### config.mk
export PLATFORM = sky130hd
export DESIGN_NAME = demux_l1
export DESIGN_NICKNAME = d
export VERILOG_FILES = /design/src/rtl/demux_pkg.sv /design/src/rtl/demux1x2.sv /design/src/rtl/demux_l1.sv
export SDC_FILE = /design/constraint.sdc
export NUM_CORES = 1
export LEC_CHECK = 0
export CAP_MARGIN = 20
export CORE_MARGIN = 2
export CORE_UTILIZATION = 49
export DETAILED_ROUTE_END_ITERATION = 8
export PLACE_DENSITY = 0.79
export REMOVE_ABC_BUFFERS = 1
export SLEW_MARGIN = 10
export SYNTH_ARGS = -nofsm -noshare
export SYNTH_HDL_FRONTEND = slang
export SYNTH_HIERARCHICAL = 1
export SYNTH_SLANG_ARGS = --single-unit
### constraint.sdc
create_clock -name clk_2f -period 1.35 [get_ports clk_2f]
set_input_delay 0.27 -clock clk_2f [delete_from_list [all_inputs] [get_ports clk_2f]]
set_output_delay 0.27 -clock clk_2f [all_outputs]
set_load 0.02 [all_outputs]
### src/rtl/demux_pkg.sv
// Shared lane width and phase encoding for the 1-to-2 lane demux.
// Combinational helpers only; no latency, no backpressure.
package demux_pkg;

  localparam int LANE_W = 8;

  typedef enum logic {
    PHASE_EVEN = 1'b0,
    PHASE_ODD  = 1'b1
  } phase_e;

  function automatic phase_e phase_flip(input phase_e p);
    return (p == PHASE_EVEN) ? PHASE_ODD : PHASE_EVEN;
  endfunction

endpackage

### src/rtl/demux1x2.sv
// One lane split 1-to-2: EVEN word parked in a hold register, pair emitted on the ODD edge.
// Even word 2 cycles, odd word 1 cycle; no backpressure, outputs hold 2 cycles.
module demux1x2
  import demux_pkg::*;
#(
  parameter int DAT_W = LANE_W
) (
  input  logic             clk_i,
  input  logic             rst_i,
  input  phase_e           phase_i,
  input  logic [DAT_W-1:0] dat_i,
  input  logic             vld_i,
  output logic [DAT_W-1:0] even_dat_o,
  output logic             even_vld_o,
  output logic [DAT_W-1:0] odd_dat_o,
  output logic             odd_vld_o
);

  logic [DAT_W-1:0] hold_d_q, hold_d_d;
  logic             hold_v_q, hold_v_d;
  logic [DAT_W-1:0] even_dat_q, even_dat_d;
  logic             even_vld_q, even_vld_d;
  logic [DAT_W-1:0] odd_dat_q, odd_dat_d;
  logic             odd_vld_q, odd_vld_d;

  always_comb begin
    hold_d_d   = hold_d_q;
    hold_v_d   = hold_v_q;
    even_dat_d = even_dat_q;
    even_vld_d = even_vld_q;
    odd_dat_d  = odd_dat_q;
    odd_vld_d  = odd_vld_q;
    if (phase_i == PHASE_EVEN) begin
      hold_d_d = dat_i;
      hold_v_d = vld_i;
    end else begin
      // Data only moves with a valid word so an idle slot keeps the last good value.
      even_vld_d = hold_v_q;
      if (hold_v_q) even_dat_d = hold_d_q;
      odd_vld_d = vld_i;
      if (vld_i) odd_dat_d = dat_i;
    end
  end

  always_ff @(posedge clk_i) begin
    if (rst_i) begin
      hold_d_q   <= '0;
      hold_v_q   <= 1'b0;
      even_dat_q <= '0;
      even_vld_q <= 1'b0;
      odd_dat_q  <= '0;
      odd_vld_q  <= 1'b0;
    end else begin
      hold_d_q   <= hold_d_d;
      hold_v_q   <= hold_v_d;
      even_dat_q <= even_dat_d;
      even_vld_q <= even_vld_d;
      odd_dat_q  <= odd_dat_d;
      odd_vld_q  <= odd_vld_d;
    end
  end

  assign even_dat_o = even_dat_q;
  assign even_vld_o = even_vld_q;
  assign odd_dat_o  = odd_dat_q;
  assign odd_vld_o  = odd_vld_q;

endmodule

### src/rtl/demux_l1.sv
// Two-lane receive demux to four half-rate lanes sharing one phase bit; even words 2 cycles, odd 1 cycle, no backpressure.
// DEMUX_L1_ALIGN_EN parks the phase at EVEN while both lanes are idle.
module demux_l1 #(
  parameter int LANE_W = demux_pkg::LANE_W
) (
  input  logic              clk_2f,
  input  logic              reset,
  input  logic [LANE_W-1:0] Entrada0,
  input  logic              validEntrada0,
  input  logic [LANE_W-1:0] Entrada1,
  input  logic              validEntrada1,
  output logic [LANE_W-1:0] Salida0,
  output logic [LANE_W-1:0] Salida1,
  output logic [LANE_W-1:0] Salida2,
  output logic [LANE_W-1:0] Salida3,
  output logic              validsalida0,
  output logic              validsalida1,
  output logic              validsalida2,
  output logic              validsalida3
);

  import demux_pkg::*;

  phase_e phase_q, phase_d;

  always_comb begin
    phase_d = phase_flip(phase_q);
`ifdef DEMUX_L1_ALIGN_EN
    // Stay EVEN across idle so the first word after a gap always lands on the even output.
    if (phase_q == PHASE_EVEN && !validEntrada0 && !validEntrada1) phase_d = PHASE_EVEN;
`endif
  end

  always_ff @(posedge clk_2f) begin
    if (reset) phase_q <= PHASE_EVEN;
    else       phase_q <= phase_d;
  end

  demux1x2 #(.DAT_W(LANE_W)) u_lane_a (
    .clk_i      (clk_2f),
    .rst_i      (reset),
    .phase_i    (phase_q),
    .dat_i      (Entrada0),
    .vld_i      (validEntrada0),
    .even_dat_o (Salida0),
    .even_vld_o (validsalida0),
    .odd_dat_o  (Salida1),
    .odd_vld_o  (validsalida1)
  );

  demux1x2 #(.DAT_W(LANE_W)) u_lane_b (
    .clk_i      (clk_2f),
    .rst_i      (reset),
    .phase_i    (phase_q),
    .dat_i      (Entrada1),
    .vld_i      (validEntrada1),
    .even_dat_o (Salida2),
    .even_vld_o (validsalida2),
    .odd_dat_o  (Salida3),
    .odd_vld_o  (validsalida3)
  );

endmodule

**Word level (Yosys, flattened, before mapping)**

Index checks and enable logic that the tools add are counted.

- Divide/modulo/power cells: 0
- Multiplexer cells: 1
- Shift operators: 0
- Reductions and logical operators: 4
- $add $sub $neg: 0
- Eq/ne operators: 0
- Order comparisons: 0
- Multiply operators: 0
- Bitwise gates (word level): 0

Operators with widths:

| cell | number |
|---|---|
| $reduce_and A2 Y1 | 4 |
| $mux W1 | 1 |

- Latch bits: 0
- Memories kept: 0
- Word-level logic and storage cells: 18
- Bits of input ports: 20
- Bits in writable memories: 0
- Flip-flop bits (word level): 55
- ROM bits: 0
- Output and inout port bits: 36

**Logic depth before layout (Yosys ltp)**

- Word-level depth: 1
- Depth in mapped cells: 4
- Mapped depth without buffers: 2

**Modules after synthesis**

Netlist, hierarchy kept.

By module, submodules not included:

| module | times used | cells an instance | area an instance (um^2) | sequential area each (um^2) |
|---|---|---|---|---|
| demux1x2 | 2 | 110 | 1177.4 | 540.5 |
| demux_l1 | 1 | 2 | 23.8 | 20.0 |

**Least setup slack after synthesis**

Ideal clock, no wire load.

- Path type: register to register
- Start: register phase_q
- End: register u_lane_a.hold_d_q[2]
- Setup slack: 376 ps
- Path buffers: 2
- Arrival time: 856 ps
- Clock period less this slack: 974 ps
- Stages on the path, launching flop included: 5
- Cells stage by stage: dfxtp_1 > buf_6 > buf_4 > mux2i_1 > nor2_1

RTL lines:

| element | line | text |
|---|---|---|
| start, declared | demux_l1.sv:24 | `phase_e phase_q, phase_d;` |
| start signal, assigned | demux_l1.sv:36 | `else phase_q <= phase_d;` |
| end signal, assigned | demux1x2.sv:54 | `hold_d_q <= hold_d_d;` |
| end, declared | demux1x2.sv:19 | `logic [DAT_W-1:0] hold_d_q, hold_d_d;` |

**Worst setup path after layout**

- Start: register u_lane_a.odd_dat_q[0], in the netlist u_lane_a/odd_dat_o[0]
- End: output port Salida1[0]

RTL lines:

| element | line | text |
|---|---|---|
| start, declared | demux1x2.sv:23 | `logic [DAT_W-1:0] odd_dat_q, odd_dat_d;` |
| start signal, assigned | demux1x2.sv:58 | `odd_dat_q <= odd_dat_d;` |
| end, declared | demux_l1.sv:13 | `output logic [LANE_W-1:0] Salida1,` |

No word-level cell between the ends.

==> out/qor.yml <==
status:
  run_status: "complete, no violations"
power:
  power_density_nw_per_um2: 1040
  total_leakage_power_nw: 1.23
  report.power.total_mw: 3.05
  ir_worst_vdd_uv: 682
global_route:
  grt_first_pass_wirelength_mm: 7.14
  antenna_found_initial: 0
  via_count_of_the_first_global_routing_pass: 1540
  grt_util_all_layers: 0.170
  grt_overflow: 0
  grt_start_max_net_pins: 56
sta:
  worst-slew-pin-transition_ns: 0.316
  post-route-period-util: 0.936
  finalHoldViolations: 0
  maxSlewHeadroom: 0.789
  setup_repair_after_global_routing_missed_its_margin: "no"
  timing.final.crit_period_ns: 1.26
  number_of_failing_setup_endpoints_in_the_final_timing_report: 0
  upper_clock_frequency_limit_mhz: 791
  finalWorstSetupSlack_ns: 0.0860
  finalClockSkew_ns: 0.00277
  report.final.slew_viol_count: 0
logic_synthesis:
  postSynthCellCount: 222
  syn-cell-area_um2: 2380
  portion_of_synthesized_cell_area_occupied_by_the_leading_cell_type: 0.463
  synth_ff_type: "dfxtp_1"
  synth_edf_count: 0
  synth.top_cells.by_area: "dfxtp_1, a21bo_1, a21oi_2"
  ys_top_cells_by_count: "dfxtp_1, nand3_1, a21bo_1, a21oi_2, nor2_1"
  ys_seq_elements: 55
  synth_seq_area_share: 0.463
  number_of_warnings_issued_by_yosys: 6
  synth.largest_area_cell: "dfxtp_1"
  synthArstFlopShare: 0
  yosysMostFrequentCell: "dfxtp_1"
  ys_types: 14
  syn-mean-instance-area_um2: 10.7
finish:
  post_layout_nonfiller_instances: 322
  multi_input_area_um2: 1050
  fillers: 425
  layout.area.seq_um2: 1100
  postLayoutCoreUtil: 0.625
  finalInstanceArea_um2: 2930
  n_antenna_cell: 0
  syn2layout_area_growth_pct: 23.2
  number_of_nets_in_the_layout: 288
  layout-drive-gt1-share: 0.183
placed_design:
  placed_area_um2: 2890
  gp_congestion: 0.712
  detailed_place_hpwl_mm: 2.75
  detailedPlace.worstSlack_ns: -0.0115
  placedCellCount: 315
  port_buffers: 55
critical_path:
  critPathTopFamily: "flip-flops"
  path_class: "reg2out"
  timing.critical_path.slowest_stage_cell: "dfxtp_1"
  reg2reg_setup_slack_ns: 0.33
  endpoint_kind: "output port"
  start_kind: "flip-flop"
  critical-path-max-stage-delay_ns: 0.36
  worst-path-buf-inv: 1
  worst-path-max-fanout: 2
  crit_required_ns: 1.08
  crit_path_cell_trace: "dlygate4sd2_1"
  cp_data_arrival_time_ns: 0.99
  timing.reg2reg.worst_path_depth: 3
  regToRegEndpoint: "u_lane_b/hold_d_q[2]$_SDFFE_PP0N_"
  worst_r2r_startpoint: "phase_q$_SDFF_PP0_"
die:
  width_of_the_chip_um: 73.7
  pin_count: 56
  design.core.area_um2: 4690
  die_height_um: 73.7
  floorplan.die_area_um2: 5430
  initial_utilization: 0.507
  placementRows: 25
clock_tree:
  cts_buffers: 5
  clock_tree_from_tritoncts: "done"
  clkSinkCount: 55
  cts-htree-levels: 2
  cts_clk_pin_slew_worst_paths_ns: 0.09
  cts_hold_repair.buffers: 0
  clk_path_buf_depth: 2
  cts-root-buf: "clkbuf_8"
  clock_insertion_delay_worst_skew_ns: 0.29
detailed_routing:
  initial_drc_count: 72
  totalWireLength_mm: 4.28
  wl_per_cell_um: 13.3
  post-route-drc-count: 0
  detailroute.via_count: 1616
  route.antenna.remaining_nets: 0
  viasPerCell: 5.02
  detail_route.first_pass.iterations: 4
min_path:
  hold_path_startpoint: "reset"
  holdCritPathClass: "in2reg"
  whs_path_depth: 3
  holdPathEnd: "phase_q$_SDFF_PP0_"
run:
  max_cap_viol_count: 0
-- layer usage --
| metal | wire (um) | GRT usage | part of all wire | vias up |
|---|---|---|---|---|
| met2 | 2050 | 0.269 | 0.48 | 22 |
| met4 | 55 | 0.0667 | 0.013 | 0 |
| met5 | 0 | 0 | 0 | - |
| met3 | 111 | 0.0370 | 0.026 | 4 |
| li1 | - | - | - | 856 |
| met1 | 2060 | 0.225 | 0.48 | 734 |
-- cell type report --
class                      instances  share of cell area
clock buffer                       6              0.0282
clock inverter                     1             0.00171
multi-input combinational        143               0.358
sequential                        55               0.376
tap                               54              0.0231
timing repair buffer              63               0.213
-- per-stage QoR --
step                      TNS, ns  hold WS, ns
after floorplan            -57.45        0.332
after global placement          0        0.458
after detailed placement  -0.0115        0.464
after CTS                       0        0.424
after global routing            0        0.445
final                           0        0.429
-- kinds of logic (layout without fill, tap and decap cells) --
| logic type | Yosys count | after routing | share of synthesized area |
|---|---|---|---|
| simple gates | 57 | 57 | 0.111 |
| buf+inv | 24 | 70 | 0.0957 |
| compound gates | 68 | 68 | 0.255 |
| mux | 18 | 18 | 0.0757 |
| flops | 55 | 55 | 0.463 |
-- layout by cell type (no fill, tap or decap) --
master,instances
a21oi_1,8
nand2b_1,4
a21bo_2,4
nand3_1,32
dlygate4sd2_1,36
buf_12,5
dfxtp_1,54
buf_4,3
a21oi_2,28
nand2_1,2
clkinv_2,1
a21bo_1,28
clkdlybuf4s50_1,18
clkbuf_8,6
buf_2,1
nor2_1,19
dfxtp_2,1
mux2i_1,18
-- worst max path at each step --
stage | to | depth (start not counted) | from | slack (ns)
final | Salida1[0] | 1 | u_lane_a/odd_dat_o[0]$_SDFFE_PP0P_ | 0.09
after global routing | Salida1[7] | 1 | u_lane_a/odd_dat_o[7]$_SDFFE_PP0P_ | 0.04
after CTS | Salida1[3] | 1 | u_lane_a/odd_dat_o[3]$_SDFFE_PP0P_ | 0.08
after detailed placement | u_lane_a/odd_dat_o[7]$_SDFFE_PP0P_ | 4 | validEntrada0 | -0.01
after global placement | u_lane_a/odd_dat_o[7]$_SDFFE_PP0P_ | 4 | validEntrada0 | 0.07
after floorplan | u_lane_a/even_dat_o[7]$_SDFFE_PP0P_ | 2 | phase_q$_SDFF_PP0_ | -1.06
-- flip-flops by register name (all words and copies together) (netlist names) --
name / cells
u_lane_b/even_vld_o: 1
u_lane_a/hold_d_q: 8
u_lane_a/odd_vld_o: 1
u_lane_b/even_dat_o: 8
phase_q: 1
u_lane_a/even_vld_o: 1
u_lane_b/odd_vld_o: 1
u_lane_b/hold_v_q: 1
u_lane_b/hold_d_q: 8
u_lane_b/odd_dat_o: 8
u_lane_a/hold_v_q: 1
u_lane_a/even_dat_o: 8
u_lane_a/odd_dat_o: 8
-- repair_timing --
item                                    4_1_cts  5_1_grt
endpoints found under the setup margin       36        0
endpoints found under the hold margin         0        0
gates resized for setup                      36        0
setup buffers                                 0        0
-- report_power, final --
group | leakage (nW) | switching [mW] | internal (mW)
Combinational | 0.734 | 0.233 | 0.203
Sequential | 0.450 | 0.0369 | 1.69
Clock | 0.0470 | 0.484 | 0.403
Total | 1.23 | 0.753 | 2.30
No activity file was read; power rests on OpenSTA's default activity.
